--- src/rtl/calc_nport.sv ---
// calc_nport: multi-port two-operand calculator sharing one round-robin arbitrated ALU.
// Define CALC_SHIFT_EN to add logical shift commands 5 (<<) and 6 (>>).
module calc_nport #(
   parameter int NUM_PORTS = 4,
   parameter int DATA_W    = 32
) (
   input  logic                        c_clk,
   input  logic                        reset,
   input  logic [4*NUM_PORTS-1:0]      req_cmd_in,
   input  logic [DATA_W*NUM_PORTS-1:0] req_data_in,
   output logic [2*NUM_PORTS-1:0]      out_resp,
   output logic [DATA_W*NUM_PORTS-1:0] out_data
);
   localparam int PW = NUM_PORTS > 1 ? $clog2(NUM_PORTS) : 1;
   localparam logic [1:0] IDLE = 2'd0, OP2 = 2'd1, READY = 2'd2;
   logic [NUM_PORTS-1:0][1:0]        st_q, st_d;
   logic [NUM_PORTS-1:0][3:0]        cmd_q, cmd_d;
   logic [NUM_PORTS-1:0][DATA_W-1:0] a_q, a_d, b_q, b_d;
   logic [NUM_PORTS-1:0][1:0]        resp_q, resp_d;
   logic [NUM_PORTS-1:0][DATA_W-1:0] res_q, res_d;
   logic [PW-1:0]                    last_q, last_d, gnt, idx;
   logic                             gnt_v;
   logic [3:0]                       op;
   logic [DATA_W-1:0]                a, b, alu_data;
   logic [DATA_W:0]                  sum;
   logic [1:0]                       alu_resp;

   always_ff @(posedge c_clk or posedge reset)
      if (reset) begin
         st_q   <= '0;
         cmd_q  <= '0;
         a_q    <= '0;
         b_q    <= '0;
         resp_q <= '0;
         res_q  <= '0;
         last_q <= PW'(NUM_PORTS - 1);
      end else begin
         st_q   <= st_d;
         cmd_q  <= cmd_d;
         a_q    <= a_d;
         b_q    <= b_d;
         resp_q <= resp_d;
         res_q  <= res_d;
         last_q <= last_d;
      end

   // Search starts one past the last grant so every READY port is served within NUM_PORTS cycles.
   always_comb begin
      gnt_v = 1'b0;
      gnt   = last_q;
      idx   = last_q;
      for (int i = 1; i <= NUM_PORTS; i++) begin
         idx = PW'((int'(last_q) + i) % NUM_PORTS);
         if (!gnt_v && st_q[idx] == READY) begin
            gnt_v = 1'b1;
            gnt   = idx;
         end
      end
   end

   assign op  = cmd_q[gnt];
   assign a   = a_q[gnt];
   assign b   = b_q[gnt];
   assign sum = {1'b0, a} + {1'b0, b};

   always_comb begin
      alu_resp = 2'd3;
      alu_data = '0;
      if (op == 4'd1) begin
         alu_resp = sum[DATA_W] ? 2'd2 : 2'd1;
         alu_data = sum[DATA_W] ? '0 : sum[DATA_W-1:0];
      end else if (op == 4'd2) begin
         alu_resp = b > a ? 2'd2 : 2'd1;
         alu_data = b > a ? '0 : a - b;
      end
`ifdef CALC_SHIFT_EN
      else if (op == 4'd5) begin
         alu_resp = 2'd1;
         alu_data = a << b[$clog2(DATA_W)-1:0];
      end else if (op == 4'd6) begin
         alu_resp = 2'd1;
         alu_data = a >> b[$clog2(DATA_W)-1:0];
      end
`endif
   end

   always_comb begin
      st_d   = st_q;
      cmd_d  = cmd_q;
      a_d    = a_q;
      b_d    = b_q;
      last_d = gnt_v ? gnt : last_q;
      for (int p = 0; p < NUM_PORTS; p++)
         if (st_q[p] == IDLE && req_cmd_in[4*p+:4] != 4'd0) begin
            st_d[p]  = OP2;
            cmd_d[p] = req_cmd_in[4*p+:4];
            a_d[p]   = req_data_in[DATA_W*p+:DATA_W];
         end else if (st_q[p] == OP2) begin
            st_d[p] = READY;
            b_d[p]  = req_data_in[DATA_W*p+:DATA_W];
         end else if (st_q[p] == READY && gnt_v && gnt == PW'(p))
            st_d[p] = IDLE;
   end

   always_comb begin
      resp_d = '0;
      res_d  = '0;
      for (int p = 0; p < NUM_PORTS; p++)
         if (gnt_v && gnt == PW'(p)) begin
            resp_d[p] = alu_resp;
            res_d[p]  = alu_data;
         end
   end

   assign out_resp = resp_q;
   assign out_data = res_q;
endmodule

--- config.mk ---
export PLATFORM = sky130hd
export DESIGN_NAME = calc_nport
export DESIGN_NICKNAME = d
export VERILOG_FILES = /design/src/rtl/calc_nport.sv
export SDC_FILE = /design/constraint.sdc
export NUM_CORES = 1
export LEC_CHECK = 0
export ABC_AREA = 1
export BUFFER_PORTS_ARGS = -buffer_cell sky130_fd_sc_hd__buf_4
export CORE_UTILIZATION = 30
export DETAILED_ROUTE_END_ITERATION = 8
export GPL_TIMING_DRIVEN = 1
export SLEW_MARGIN = 5
export SYNTH_ARGS = -nofsm -noshare
export SYNTH_HDL_FRONTEND = slang
export SYNTH_SLANG_ARGS = --single-unit
export TNS_END_PERCENT = 100
--- constraint.sdc ---
create_clock -name c_clk -period 24.9 [get_ports c_clk]
set_input_delay 1.245 -clock c_clk [delete_from_list [all_inputs] [get_ports c_clk]]
set_output_delay 1.245 -clock c_clk [all_outputs]
set_load 0.05 [all_outputs]
# == After elaboration in Yosys (flattened, before gate mapping) ==
# Cells that the tools add are included.
# word_totals
ff_bits,418
in_bits,146
output_inout_bits,136
wordCells,147
# classes
addsub,6
order_cmp,6
eq_ne,17
n_mux,50
n_bitwise,4
reduce_logical,39
# ops
op,count
$mux 32,10
$bmux 32 s2,2
$mux 2,28
$add 32x32->33,1
$gt 32x32->1,1
$sub 32x32->32,1
$eq 2x2->1 const B,10
$logic_and 1x1->1,19
$bmux 2 s2,4
$reduce_bool 4->1,4
$lt 2x3->1 const B,5
$reduce_bool 3->1,4
$eq 2x1->1 const B,5
$logic_not 2->1,5
$bmux 4 s2,1
$reduce_and 2->1,4
$add 2x1->2 const B,2
$add 2x2->2 const B,2
$eq 4x1->1 const B,1
$eq 4x2->1 const B,1
$mux 1,4
$mux 4,1
$not 1->1,4
$logic_not 1->1,3

# == Depth between registers and ports, before layout ==
# Gate-level depths: netlist of run 1.
# depth
ltp_word,21
mapped_depth,38

# == Least setup slack after synthesis of run 1 ==
# Ideal clock, no wire load.
# synth_path
path_kind,register -> register
startpoint,reg last_q[0]
endpoint,reg res_q (netlist bit out_data[123])
arrival_time_ps,4282
required_ps,24822
path_slack_ps,20540
stages_incl_launch_ff,33
path_buffers,7
path_cell_list,dfstp_2 buf_6 inv_4 buf_8 nand2_2 nand2_2 nand2_1 nand2_2 nand2_4 nand2_2 nand2_4 nand2_2 buf_6 inv_2 clkbuf_1 buf_1 nor2_1 o21ai_0 o221ai_1 inv_1 ha_1 clkbuf_1 nor2_1 inv_1 nor2_1 inv_1 nor2_1 and3_1 nand2_4 a21oi_4 buf_12 nand3_4 a21oi_1
# synth_lines
item,line,rtl
start: declaration,21,"logic [PW-1:0] last_q, last_d, gnt, idx;"
start signal: assignment,36,last_q <= PW'(NUM_PORTS - 1);
start signal: assignment,44,last_q <= last_d;
end signal: assignment,43,res_q <= res_d;
end: declaration,20,"logic [NUM_PORTS-1:0][DATA_W-1:0] res_q, res_d;"

==> qor.csv, run 1 <==
stage,metric,value,unit
status,outcome,finished clean,
clock_network,clkSinkCount,418,
clock_network,cts_resized,0,
timing,worst_pin_slew,1.168,ns
synth,synth_seq_cells,418,
detailed_routing,vias,18581,
timing,finalSetupTns,0,ns
detailed_routing,first_pass_iters,6,
detailed_routing,drt-initial-drc-count,1695,
place,dp.final_hpwl,53650,um
detailed_routing,viasPerCell,4.780,
clock_network,holdBufCountCts,0,
global_route,antenna_found_initial,1,
die,die-height,269.8,um
detailed_routing,antenna_left,0,
clock_network,cts_post_setup_buffers_inserted,0,
timing,finalMaxSlewViolations,0,
critical_path,slowest_delay,0.85,ns
min_path,hold_class,reg2reg,
critical_path,cp.required,25.40,ns
clock_network,cts_made_buffers,46,
clock_network,cts_tree,built,
detailed_routing,wl_met3,4849,um
timing,slew_headroom,0.2184,
detailed_routing,wirelength,70900,um
synth,syn_area_per_cell,7.976,um^2
clock_network,cts.clk_slew.worst_paths,0.06,ns
synth,syn_inst,2697,
global_route,grt_overflow,0,
timing,period_minus_slack,6.581,ns
critical_path,crit_buf_inv,7,
final_layout,drive_above_1_share,0.1602,
critical_path,slowest_stage,a21oi_4,
final_layout,mostFrequentLayoutCells,"nand2_1 (540), dfrtp_1 (416), o21ai_0 (387)",
clock_network,clock_latency,0.63,ns
detailed_routing,wl_met1,33890,um
place,port_buffers,281,
synth,synth_area,21510,um^2
timing,rsz0062_at_grt,false,
final_layout,final_common_cell,nand2_1,
timing,setup_viol,0,
critical_path,crit_type,reg2reg,
timing,fmax,151.9,MHz
critical_path,critPathMaxFanout,65,
timing,worst_clock_skew,0.04996,ns
synth,synthArstFlopShare,1.000,
global_route,grt_first_pass_wirelength,108300,um
detailed_routing,wl_per_cell,18.24,um
global_route,grt_pass1_vias,17765,
die,dieWidth,269.8,um
timing,fin_crit_sh,0.2643,
die,rows,97,
final_layout,fin_area,25950,um^2
die,die_area,72780,um^2
global_route,grt_start_max_net_pins,136,
final_layout,nets,3123,
critical_path,cp.arrival,7.08,ns
final_layout,fillCellCount,7397,
die,ioPinCount,282,
synth,post_synth_num_cell_types,43,
detailed_routing,route.top_layer_used,met4,
final_layout,n_antenna_cell,0,
synth,synth-edff-count,0,
critical_path,crit_family,simple AND/OR/NAND/NOR gates,
place,placedInstanceArea,24420,um^2
critical_path,critPathLaunchType,register,
die,core-area,70510,um^2
run,max-cap-violations,0,
final_layout,syn2layout_area_growth,20.65,%
final_layout,layout.cells.non_filler,3887,
detailed_routing,drc,0,
synth,syn_nets,2908,
place,place.gp.congestion,0.9764,
clock_network,cts-htree-levels,2,
synth,yosysWarnings,0,
detailed_routing,met2WireLength,30620,um
clock_network,cts_buffer_depth,3,
global_route,track_usage,0.1920,
synth,ys_seq_area_frac,0.4864,
critical_path,critPathCaptureType,register,
timing,hold_violations,0,
clock_network,cts_root_buf,clkbuf_16,
timing,hold_ws,0.4818,ns
die,start_util,0.3051,
place,place_inst,3804,
synth,synth_ff_type,dfrtp_1,
critical_path,rrSetupSlack,18.32,ns
-- synthesized netlist by cell type (2+ instances only) --
cell | instances | area (um^2)
nand3b_1 | 3 | 22.52
nand3_2 | 10 | 100.1
clkbuf_1 | 119 | 446.7
o221ai_1 | 60 | 525.5
inv_2 | 18 | 67.56
buf_8 | 2 | 30.03
buf_6 | 6 | 67.56
nand2_2 | 24 | 150.1
nand3_4 | 11 | 192.7
nor2_1 | 327 | 1227
dfstp_2 | 2 | 52.55
o311ai_0 | 2 | 17.52
nand2_1 | 544 | 2042
o21bai_1 | 3 | 22.52
nand2_4 | 9 | 101.4
o21ai_0 | 387 | 1937
mux2_2 | 2 | 22.52
a211oi_1 | 2 | 15.01
a21oi_1 | 132 | 660.6
and2_1 | 2 | 12.51
buf_1 | 3 | 11.26
and3_1 | 6 | 37.54
xor2_1 | 30 | 262.8
a22oi_1 | 7 | 52.55
nand4_1 | 14 | 87.58
nand3_1 | 77 | 385.4
o21a_1 | 16 | 120.1
ha_1 | 65 | 813.3
nor2_2 | 6 | 37.54
inv_1 | 357 | 1340
dfrtp_1 | 416 | 10410
nor3_1 | 17 | 85.08
a31oi_1 | 8 | 50.05
-- per-stage QoR --
stage	setup WS (ns)	utilization
floorplan	12.02	-
detailed placement	18.45	0.3463
global route	17.60	0.3681
CTS	18.40	0.3681
global placement	18.54	0.3463
finish	18.32	0.3681
-- cells by family after synthesis --
family,count (synthesis),synth area share
xor+xnor,30,0.01221
flops,418,0.4864
mux,2,0.001047
fa+ha+maj,65,0.03781
compound gates,622,0.1602
buf+inv,507,0.09248
simple gates,1053,0.2099
-- worst reg2reg max path, delay by kind of cell (launching register included) --
kind | cells | cell delay (ns)
AOI/OAI and AO/OA | 3 | 1.41
adders and majority gates | 1 | 0.34
buffers and inverters | 7 | 1.90
DFF | 1 | 0.72
and+or+nand+nor | 15 | 2.08
-- layer usage --
| metal | vias up | global-route usage |
|---|---|---|
| met5 | - | 0 |
| met4 | 0 | 0.04919 |
| met3 | 83 | 0.03067 |
| met2 | 699 | 0.2891 |
| met1 | 8716 | 0.2842 |
| li1 | 9083 | - |
-- final cells by class --
class,count,area [um^2],area share
Timing Repair Buffer,298,2237,0.08619
Clock inverter,20,230.2,0.008870
Multi-Input combinational cell,1772,9123,0.3515
Clock buffer,63,1305,0.05028
Tap cell,940,1176,0.04531
Sequential cell,418,10460,0.4031
Inverter,376,1421,0.05476
-- registers in the layout (all words and copies together), names as in the netlist --
signal    flops
a_q         128
b_q         128
cmd_q        16
last_q        2
out_data    128
out_resp      8
st_q          8
-- final timing paths --
kind,startpoint,end,cells past startpoint
setup / recovery,last_q[0],out_data[2],26
hold / removal,a_q[32],a_q[32],2
setup reg to reg,last_q[0],out_data[2],26
hold reg to reg,a_q[32],a_q[32],2
max in group asynchronous,reset,b_q[116],5
min in group asynchronous,reset,out_data[103],2
Power of run 1 is left out: the tool's default activity adds up to more than one toggle a clock period on the data nets, which glitch-free logic cannot reach.
==> inputs of run 2 (changes only) <==
--- a/config.mk
+++ b/config.mk
@@ -5,7 +5,7 @@
 export SDC_FILE = /design/constraint.sdc
 export NUM_CORES = 1
 export LEC_CHECK = 0
-export ABC_AREA = 1
+export ABC_AREA = 0
 export BUFFER_PORTS_ARGS = -buffer_cell sky130_fd_sc_hd__buf_4
 export CORE_UTILIZATION = 30
 export DETAILED_ROUTE_END_ITERATION = 8
==> constraint.sdc (replaced) <==
create_clock -name c_clk -period 5.9 [get_ports c_clk]
set_input_delay 0.295 -clock c_clk [delete_from_list [all_inputs] [get_ports c_clk]]
set_output_delay 0.295 -clock c_clk [all_outputs]
set_load 0.05 [all_outputs]
==> qor.csv, run 2 <==
stage,metric,value,unit
critical_path,slowest_stage,ha_1,
timing,setup_viol,0,
synth,synth_top_area_share,0.4932,
detailed_routing,vias,17525,
synth,synth_area_leaders,"dfrtp_1 (49%), mux2_2 (14%), nand2_1 (5.9%)",
status,outcome,finished clean,
detailed_routing,wl_per_cell,20.30,um
critical_path,worstReg2RegStart,st_q[6],
global_route,track_usage,0.1962,
critical_path,crit_start,st_q[6],
final_layout,nets,2704,
synth,synthTopCellsByCount,"dfrtp_1 (416), nand2_1 (330), mux2_2 (262)",
timing,timing.final.ws_setup,0.2513,ns
die,die-height,267.2,um
final_layout,drive_above_1_share,0.2843,
critical_path,cp.required,6.30,ns
synth,synth_ff_type,dfrtp_1,
final_layout,syn2layout_area_growth,29.91,%
critical_path,critPathCaptureType,register,
critical_path,slowest_delay,0.47,ns
die,rows,96,
detailed_routing,drt-initial-drc-count,1355,
clock_network,cts.clk_slew.worst_paths,0.06,ns
synth,synth_seq_cells,418,
clock_network,cts-htree-levels,2,
die,dieWidth,267.2,um
run,max-cap-violations,0,
final_layout,final_common_cell,dfrtp_1,
global_route,grt_first_pass_wirelength,107400,um
synth,synth_largest_area_cell,dfrtp_1,
critical_path,cp.arrival,6.05,ns
synth,synthArstFlopShare,1.000,
critical_path,critPathMaxFanout,17,
detailed_routing,first_pass_iters,5,
timing,finalMaxSlewViolations,0,
min_path,hold_class,in2async,
place,port_buffers,281,
global_route,grt_pass1_vias,17761,
die,core-area,69070,um^2
timing,hold_violations,0,
global_route,grt_start_max_net_pins,184,
synth,syn_area_per_cell,10.14,um^2
clock_network,clkSinkCount,418,
detailed_routing,wirelength,70140,um
synth,synth_area,21110,um^2
final_layout,mostFrequentLayoutCells,"dfrtp_1 (416), buf_4 (339), nand2_1 (330)",
timing,period_minus_slack,5.649,ns
clock_network,cts_tree,built,
place,place.gp.congestion,0.9428,
critical_path,critPathLaunchType,register,
timing,slew_headroom,0.2885,
clock_network,cts_root_buf,clkbuf_16,
die,ioPinCount,282,
timing,finalSetupTns,0,ns
critical_path,cp_cell_sequence,"nand2b_1, a211oi_1, a21oi_4, inv_2, buf_4, nand2_1, and3_1, a31oi_1, ha_1, a21oi_1, o221ai_1, a31o_2, a221oi_1, a21boi_4, o21bai_1, a221oi_1, o21bai_1, a221oi_2, nor3_1",
synth,syn_nets,2293,
detailed_routing,drc,0,
timing,worst_clock_skew,0.03394,ns
clock_network,cts_made_buffers,44,
synth,synth-edff-count,0,
final_layout,final_util,0.3970,
critical_path,crit_type,reg2reg,
clock_network,cts_post_setup_buffers_inserted,0,
synth,ys_seq_area_frac,0.4957,
die,start_util,0.3056,
global_route,grt_overflow,0,
die,die_area,71420,um^2
synth,yosysWarnings,0,
global_route,antenna_found_initial,2,
synth,yosys.cell_count.top_type,dfrtp_1,
timing,fmax,177.0,MHz
timing,fin_crit_sh,0.9574,
synth,post_synth_num_cell_types,83,
critical_path,crit_buf_inv,2,
synth,syn_inst,2082,
critical_path,crit_family,compound AO/OA/AOI/OAI gates,
detailed_routing,antenna_left,0,
detailed_routing,viasPerCell,5.072,
place,dp_slack,0.3835,ns
clock_network,clock_latency,0.60,ns
place,dp.final_hpwl,50280,um
clock_network,cts_buffer_depth,3,
timing,worst_pin_slew,1.067,ns
[run 2: metal layers]
layer | part of all wire | wire, um | vias up | global-route usage
met1 | 0.47 | 32650 | 8722 | 0.2770
li1 | - | - | 8106 | -
met2 | 0.46 | 32140 | 599 | 0.3115
met3 | 0.052 | 3629 | 98 | 0.02317
met5 | 0 | 0 | - | 0
met4 | 0.025 | 1721 | 0 | 0.06275
[run 2: path summary, 6_finish.rpt]
kind                                 end  depth (start not counted)  slack, ns
max reg2reg                out_data[127]                         19       0.25
max in group asynchronous  out_data[117]                          5       3.79
min                          out_data[2]                          3       0.44
min reg2reg                    cmd_q[10]                          2       0.47
min in group c_clk              cmd_q[8]                          4       0.47
max                        out_data[127]                         19       0.25
[run 2: kinds of logic (layout without fill, tap and decap cells)]
kind of cell / count (synthesis) / in the layout / share of synthesized area
buf+inv: 203 / 643 / 0.03764
flops: 418 / 418 / 0.4957
other cells: 0 / 2 / 0
compound gates: 367 / 367 / 0.1211
mux: 271 / 271 / 0.1445
fa+ha+maj: 67 / 67 / 0.03948
xor+xnor: 5 / 5 / 0.002075
simple gates: 751 / 751 / 0.1595
[run 2: metrics by stage]
step | cell area (um^2) | instances | hold WS, ns
after floorplan | 21110 | 2082 | 0.4004
after global placement | 24510 | 3233 | 0.4628
after detailed placement | 24510 | 3233 | 0.4566
after CTS | 27390 | 3453 | 0.4120
after global routing | 27420 | 3454 | 0.4670
final | 27420 | 3455 | 0.4405
[run 2: worst reg2reg max path, cell delays in order, from the launching register on]
cell	delay [ns]
dfrtp_1	0.44
nand2b_1	0.24
a211oi_1	0.40
a21oi_4	0.09
inv_2	0.31
buf_4	0.26
nand2_1	0.06
and3_1	0.18
a31oi_1	0.40
ha_1	0.48
a21oi_1	0.23
o221ai_1	0.17
a31o_2	0.29
a221oi_1	0.33
a21boi_4	0.39
o21bai_1	0.18
a221oi_1	0.33
o21bai_1	0.17
a221oi_2	0.42
nor3_1	0.11
[run 2: layout make-up]
cell class,instances,area [um^2]
clock inverters,16,180.2
multi-input cells,1461,9938
clock buffers,59,1247
inverters,77,292.8
well taps,931,1165
repair buffers,491,4128
diodes,2,5.005
fillers,6667,41650
flip-flops and latches,418,10460
[run 2: repair_timing]
item	CTS	global route
endpoints found under the hold margin	302	0
hold buffers	145	0
gates resized for setup	0	6
endpoints found under the setup margin	0	12
Power of run 2 is left out for the same reason.
==> inputs of run 3 (changes only) <==
--- a/config.mk
+++ b/config.mk
@@ -10,6 +10,7 @@
 export CORE_UTILIZATION = 30
 export DETAILED_ROUTE_END_ITERATION = 8
 export GPL_TIMING_DRIVEN = 1
+export RECOVER_POWER = 25
 export SLEW_MARGIN = 5
 export SYNTH_ARGS = -nofsm -noshare
 export SYNTH_HDL_FRONTEND = slang
==> qor.csv, run 3 (synthesized netlist as in run 2, its figures left out) <==
stage,metric,value,unit
status,outcome,"complete, but fails checks",
status,violations,"capacitance limit, slew limit",
detailed_routing,drc,0,
critical_path,endpoint,out_data[127],
min_path,hold_class,in2reg,
detailed_routing,drt-initial-drc-count,1313,
final_layout,mostFrequentLayoutCells,"dfrtp_1 (416), nand2_1 (330), mux2_2 (262)",
critical_path,crit_buf_inv,2,
critical_path,rrSetupSlack,0.24,ns
die,die-height,267.2,um
die,ioPinCount,282,
place,place.gp.congestion,0.9428,
place,port_buffers,281,
place,dp.final_hpwl,50280,um
timing,worst_clock_skew,0.03426,ns
clock_network,cts_post_setup_buffers_inserted,0,
detailed_routing,wl_per_cell,20.39,um
critical_path,slowest_delay,0.47,ns
critical_path,worstReg2RegStart,st_q[6],
die,dieWidth,267.2,um
timing,timing.final.ws_setup,0.2449,ns
critical_path,critPathLaunchType,register,
detailed_routing,first_pass_iters,7,
critical_path,critPathCaptureType,register,
global_route,antenna_found_initial,2,
clock_network,cts-htree-levels,2,
critical_path,crit_type,reg2reg,
critical_path,cp.arrival,6.06,ns
final_layout,syn2layout_area_growth,27.33,%
global_route,grt_start_max_net_pins,184,
place,dp_slack,0.3835,ns
final_layout,final_common_cell,dfrtp_1,
die,die_area,71420,um^2
run,max-cap-violations,6,
clock_network,cts_tree,built,
clock_network,cts_root_buf,clkbuf_16,
clock_network,cts_buffer_depth,3,
critical_path,r2r_end,out_data[127],
global_route,grt_pass1_vias,17761,
critical_path,cp_cell_sequence,"nand2b_1, a211oi_1, a21oi_4, inv_2, buf_4, nand2_1, and3_1, a31oi_1, ha_1, a21oi_1, o221ai_1, a31o_2, a221oi_1, a21boi_4, o21bai_1, a221oi_1, o21bai_1, a221oi_2, nor3_1",
timing,slew_headroom,-0.7871,
timing,hold_violations,0,
min_path,hold-path-cell-count,4,
timing,period_minus_slack,5.655,ns
detailed_routing,viasPerCell,5.088,
die,start_util,0.3056,
timing,worst_pin_slew,2.681,ns
timing,setup_viol,0,
die,core-area,69070,um^2
timing,fin_crit_sh,0.9585,
global_route,grt_overflow,0,
critical_path,critPathMaxFanout,17,
clock_network,clkSinkCount,418,
final_layout,nets,2704,
global_route,grt_first_pass_wirelength,107400,um
clock_network,clock_latency,0.60,ns
global_route,track_usage,0.1962,
critical_path,cp.required,6.30,ns
detailed_routing,vias,17579,
critical_path,crit_family,compound AO/OA/AOI/OAI gates,
clock_network,cts_made_buffers,44,
clock_network,cts.clk_slew.worst_paths,0.06,ns
critical_path,crit_start,st_q[6],
die,rows,96,
detailed_routing,wirelength,70440,um
critical_path,reg2reg_depth,19,
min_path,hp-start,req_cmd_in[6],
critical_path,crit_cells,19,
timing,fmax,176.8,MHz
final_layout,drive_above_1_share,0.2276,
timing,finalMaxSlewViolations,202,
detailed_routing,antenna_left,0,
critical_path,slowest_stage,ha_1,
## run 3: tightest hold or removal path, cell delays in order
cell           delay, ns
dlygate4sd3_1       0.53
buf_4               0.11
nand2_1             0.04
nand2_1             0.04
## run 3: per-layer routing
metal	track usage	up-vias	routed length (um)
li1	-	8104	-
met5	0	-	0
met4	0.06275	0	1761
met3	0.02317	105	3873
met2	0.3115	629	32050
met1	0.2770	8741	32760
## run 3: cell type report
class | count | area (um^2)
diodes | 2 | 5.005
clock buffers | 59 | 1247
clock inverters | 16 | 180.2
fillers | 6802 | 42190
inverters | 77 | 290.3
multi-input cells | 1461 | 9931
flip-flops and latches | 418 | 10460
well taps | 931 | 1165
repair buffers | 491 | 3595
## run 3: stage by stage
step	cell area [um^2]	utilization	setup TNS [ns]	hold WS, ns	cells
4_1_cts	27390	0.3965	0	0.4120	3453
6_report	26880	0.3891	0	0.4633	3455
2_1_floorplan	21110	-	-12.85	0.4004	2082
5_1_grt	26870	0.3891	-0.1322	0.4670	3454
3_3_place_gp	24510	0.3549	0	0.4628	3233
3_5_place_dp	24510	0.3549	0	0.4566	3233
## run 3: worst min path at each step
| stage | slack [ns] | end |
|---|---|---|
| global route | 0.47 | cmd_q[2] |
| global placement | 0.46 | cmd_q[5] |
| finish | 0.46 | cmd_q[6] |
| detailed placement | 0.46 | cmd_q[10] |
| floorplan | 0.40 | cmd_q[0] |
| CTS | 0.41 | out_data[66] |
## run 3: what timing repair did
action	4_1_cts	5_1_grt
setup endpoints to repair	0	12
endpoints found under the hold margin	302	0
resized for setup	0	6
hold buffers	145	0
Power of run 3 is left out for the same reason.
